## src/rtl/riscv_pipe_stage_reg.sv

```systemverilog
// rtl/riscv_pipe_stage_reg.sv - inter-stage pipeline register with valid/ready, flush and optional skid buffer
module riscv_pipe_stage_reg #(
    parameter int                CTRL_W      = 2,
    parameter int                DATA_W      = 69,
    parameter logic [CTRL_W-1:0] CTRL_BUBBLE = {CTRL_W{1'b0}},
    parameter int                SKID        = 0
) (
    input  logic              i_clk,
    input  logic              i_rstn,
    input  logic              i_flush,
    input  logic              i_up_valid,
    output logic              o_up_ready,
    input  logic [CTRL_W-1:0] i_up_ctrl,
    input  logic [DATA_W-1:0] i_up_data,
    output logic              o_dn_valid,
    input  logic              i_dn_ready,
    output logic [CTRL_W-1:0] o_dn_ctrl,
    output logic [DATA_W-1:0] o_dn_data,
    output logic [1:0]        o_count
);

    logic              main_valid_q, main_valid_d;
    logic [CTRL_W-1:0] main_ctrl_q, main_ctrl_d;
    logic [DATA_W-1:0] main_data_q, main_data_d;
    logic              skid_valid_q, skid_valid_d;
    logic [CTRL_W-1:0] skid_ctrl_q, skid_ctrl_d;
    logic [DATA_W-1:0] skid_data_q, skid_data_d;
    logic              up_ready_q;
    logic              up_xfer, dn_xfer;

    assign o_up_ready = (SKID != 0) ? up_ready_q : (!main_valid_q || i_dn_ready);
    assign up_xfer    = i_up_valid && o_up_ready;
    assign dn_xfer    = main_valid_q && i_dn_ready;

    assign o_dn_valid = main_valid_q;
    assign o_dn_ctrl  = main_valid_q ? main_ctrl_q : CTRL_BUBBLE;
    assign o_dn_data  = main_data_q;
    assign o_count    = {1'b0, main_valid_q} + {1'b0, skid_valid_q};

    always_comb begin
        main_valid_d = main_valid_q;
        main_ctrl_d  = main_ctrl_q;
        main_data_d  = main_data_q;
        skid_valid_d = skid_valid_q;
        skid_ctrl_d  = skid_ctrl_q;
        skid_data_d  = skid_data_q;
        if (i_flush) begin
            // Only the valid flags are killed; the bubble mask hides stale ctrl.
            main_valid_d = 1'b0;
            skid_valid_d = 1'b0;
        end else if (SKID == 0) begin
            if (up_xfer) begin
                main_valid_d = 1'b1;
                main_ctrl_d  = i_up_ctrl;
                main_data_d  = i_up_data;
            end else if (dn_xfer) begin
                main_valid_d = 1'b0;
            end
        end else begin
            if (dn_xfer && skid_valid_q) begin
                // Ready was low this cycle, so no upstream entry competes here.
                main_ctrl_d  = skid_ctrl_q;
                main_data_d  = skid_data_q;
                skid_valid_d = 1'b0;
            end else if (up_xfer && (!main_valid_q || dn_xfer)) begin
                main_valid_d = 1'b1;
                main_ctrl_d  = i_up_ctrl;
                main_data_d  = i_up_data;
            end else if (up_xfer) begin
                skid_valid_d = 1'b1;
                skid_ctrl_d  = i_up_ctrl;
                skid_data_d  = i_up_data;
            end else if (dn_xfer) begin
                main_valid_d = 1'b0;
            end
        end
    end

    always_ff @(posedge i_clk or negedge i_rstn) begin
        if (!i_rstn) begin
            main_valid_q <= 1'b0;
            main_ctrl_q  <= CTRL_BUBBLE;
            main_data_q  <= '0;
            skid_valid_q <= 1'b0;
            skid_ctrl_q  <= CTRL_BUBBLE;
            skid_data_q  <= '0;
            up_ready_q   <= 1'b1;
        end else begin
            main_valid_q <= main_valid_d;
            main_ctrl_q  <= main_ctrl_d;
            main_data_q  <= main_data_d;
            skid_valid_q <= skid_valid_d;
            skid_ctrl_q  <= skid_ctrl_d;
            skid_data_q  <= skid_data_d;
            up_ready_q   <= !skid_valid_d;
        end
    end

endmodule

```

## config.mk

```make
export PLATFORM = sky130hd
export DESIGN_NAME = riscv_pipe_stage_reg
export DESIGN_NICKNAME = d
export VERILOG_FILES = /design/src/rtl/riscv_pipe_stage_reg.sv
export SDC_FILE = /design/constraint.sdc
export NUM_CORES = 1
export LEC_CHECK = 0
export BUFFER_PORTS_ARGS = -buffer_cell sky130_fd_sc_hd__buf_4
export CAP_MARGIN = 15
export CELL_PAD_IN_SITES_DETAIL_PLACEMENT = 0
export CELL_PAD_IN_SITES_GLOBAL_PLACEMENT = 1
export CORE_MARGIN = 3
export CORE_UTILIZATION = 39
export DETAILED_ROUTE_END_ITERATION = 10
export MAX_ROUTING_LAYER = met4
export PLACE_DENSITY_LB_ADDON = 0.05
export SLEW_MARGIN = 20
export SYNTH_ARGS = -nofsm -noshare
export SYNTH_HDL_FRONTEND = slang
export SYNTH_SLANG_ARGS = --single-unit
```

## constraint.sdc

```tcl
create_clock -name i_clk -period 4.05 [get_ports i_clk]
set_input_delay 0.2025 -clock i_clk [delete_from_list [all_inputs] [get_ports i_clk]]
set_output_delay 0.2025 -clock i_clk [all_outputs]
set_load 0.02 [all_outputs]
```

==> impl_metrics.env <==
export IMPL_core_mm2=0.00745
export IMPL_fin_crit_ns=1.96
export IMPL_rsz0062_at_grt="no"
export IMPL_maxCapViolations=0
export IMPL_crit_buf_inv=1
export IMPL_seqPwrFrac=0.445
export IMPL_grt_total_usage=0.147
export IMPL_clk_path_buf_depth=2
export IMPL_grt_overflow_total=0
export IMPL_power_leakage_nw=2.21
export IMPL_grt_pass1_wl_mm=9.68
export IMPL_post_cts_buffers=0
export IMPL_pwr_share_clk=0.237
export IMPL_fin_skew_ns=0.00513
export IMPL_clk_latency_ns=0.33
export IMPL_startpoint_type="register"
export IMPL_viasPerCell=4.41
export IMPL_powerDensity_mw_per_mm2=471
export IMPL_cts_max_level=3
export IMPL_crit_type="reg -> reg"
export IMPL_path_clk_slew_ns=0.08
export IMPL_worstPathRequired_ns=4.27
export IMPL_n_antenna_cell=0
export IMPL_critPathArrivalTime_ns=2.18
export IMPL_portBuffers=149
export IMPL_ir_worst_vdd_mv=0.237
export IMPL_crit_chain="nor2b_4 > nor3b_4 > buf_4 > mux2_4"
export IMPL_initial_utilization=0.414
export IMPL_numCtsBuffers=9
export IMPL_fin_nets=389
export IMPL_cts_sinks=72
export IMPL_cts_tree="yes"
export IMPL_intPower_mw=1.44
export IMPL_syn_num_nets=237
export IMPL_status="finished, violations left"
export IMPL_drtAntennaViolNets=0
export IMPL_fin_area_mm2=0.00435
export IMPL_dieArea_mm2=0.00902
export IMPL_pin_count=151
export IMPL_slew_violations=0
export IMPL_syn_inst=161
export IMPL_wl_per_cell_um=15.5
export IMPL_dpl_hpwl_mm=4.56
export IMPL_drcViolationCount=0
export IMPL_setup_viol=0
export IMPL_cp_max_fo=48
export IMPL_ff2ff_setup_slack_ns=2.09
export IMPL_worstMarginPinSlew_ns=0.882
export IMPL_p_sw_frac=0.296
export IMPL_seq_area_frac_synth=0.584
export IMPL_tns_ns=0
export IMPL_hold_viol_final=11
export IMPL_first_iter_violations=23
export IMPL_antenna_found_initial=0
export IMPL_synth_cell_types=12
export IMPL_chipHeight_um=95.0
export IMPL_ys_ff_latch=72
export IMPL_wl_mm=6.46
export IMPL_grt_max_degree=73
export IMPL_cts_hold_buf=0
export IMPL_rows=31
export IMPL_area_growth_pct=40.9
export IMPL_cts_root_buf="clkbuf_8"
export IMPL_setup_worst_path_end_class="register"
export IMPL_timing_hold_ws_ns=-0.0202
export IMPL_num_vias=1841
export IMPL_post_route_period_util=0.483
export IMPL_p_switching_mw=0.606
export IMPL_comb_power_share=0.318
export IMPL_fmax_ghz=0.511
export IMPL_die_x_um=95.0
export IMPL_cpMaxStageDelayCell="buf_4"
export IMPL_max_slew_margin_rel=0.412
export IMPL_synth_area_per_cell_um2=19.2
export IMPL_syn_area_mm2=0.00309
export IMPL_hold_path_class="in -> async"
export IMPL_dpl_cell_area_mm2=0.00418
export IMPL_globalplace_congestion=0.700
export IMPL_synth_warnings=0
export IMPL_cpPeakStageDelay_ns=0.72
export IMPL_first_pass_iters=4
export IMPL_cts_resized=0
export IMPL_grt_pass1_vias=1913
export IMPL_cp_top_family="buffers and inverters"
export IMPL_violations="hold timing"
export IMPL_drive_gt1_frac=0.755
[cells in the final DEF (no fill, tap or decap), drive strengths merged]
master and instances:
inv 1, mux2 71, conb 1, nor3b 1
nor2b 1, clkbuf 12, and2 2, clkinv 4
dfrtp 72, nor2 2, buf 151
[power groups by stage]
stage          sequential, mW  clock (mW)  combinational (mW)
2_1_floorplan            1.07           0               0.230
3_3_place_gp            0.924           0               0.653
3_5_place_dp            0.921           0               0.662
4_1_cts                 0.913       0.504               0.662
5_1_grt                 0.929       0.533               0.687
6_report                0.912       0.485               0.652
[final cells by class]
type,count,area (um^2)
Clock inverter,4,20.0
Tap cell,99,124
Clock buffer,12,145
Multi-Input combinational cell,78,1120
Timing Repair Buffer,151,1130
Inverter,1,3.75
Sequential cell,72,1800
Fill cell,612,3100
[cell families after synthesis]
| group | count (synthesis) | synth area share |
|---|---|---|
| buf+inv | 11 | 0.0551 |
| flops | 72 | 0.584 |
| mux | 71 | 0.344 |
| other cells | 1 | 0.00121 |
| simple gates | 6 | 0.0158 |
[metrics by stage]
| step | hold WS [ns] | cells | utilization | setup WS, ns | power [mW] |
|---|---|---|---|---|---|
| after floorplan | -0.0931 | 161 | - | 2.49 | 1.30 |
| after detailed placement | 0.389 | 401 | 0.562 | 2.09 | 1.58 |
| after global placement | 0.392 | 401 | 0.562 | 2.12 | 1.58 |
| after global routing | 0.0307 | 417 | 0.584 | 2.00 | 2.15 |
| final | -0.0202 | 417 | 0.584 | 2.09 | 2.05 |
| after CTS | 0.0205 | 417 | 0.584 | 2.08 | 2.08 |
[registers in the layout, summed over array words and instances, names as in the netlist]
register     count
o_dn_valid       1
o_dn_data       69
main_ctrl_q      2
[cell usage after synthesis]
cell type	n	area [um^2]
and2_2	2	15.0
buf_12	7	140
buf_4	2	15.0
buf_6	1	11.3
conb_1	1	3.75
dfrtp_1	72	1800
inv_1	1	3.75
mux2_2	1	11.3
mux2_4	70	1050
nor2_1	2	7.51
nor2b_4	1	13.8
nor3b_2	1	12.5
[final timing paths]
check                           endpoint  depth (start not counted)     startpoint
max                        o_dn_data[56]                          4     o_dn_valid
min                         o_dn_data[1]                          1         i_rstn
max reg2reg                o_dn_data[56]                          4     o_dn_valid
max in group asynchronous  o_dn_data[19]                          1         i_rstn
min reg2reg                o_dn_data[37]                          1  o_dn_data[37]
min in group i_clk            o_dn_valid                          2        i_flush
[per-layer routing]
layer	wire (um)	GRT usage	vias up
met4	81	0.0577	0
met2	2930	0.206	91
met1	2800	0.199	887
met5	0	-	-
li1	-	-	855
met3	640	0.0462	8
[worst reg2reg max path, stage by stage, from the launching register on]
cell,delay [ns]
dfrtp_1,0.42
nor2b_4,0.15
nor3b_4,0.17
buf_4,0.72
mux2_4,0.39
No activity file was read; power rests on OpenSTA's default activity.
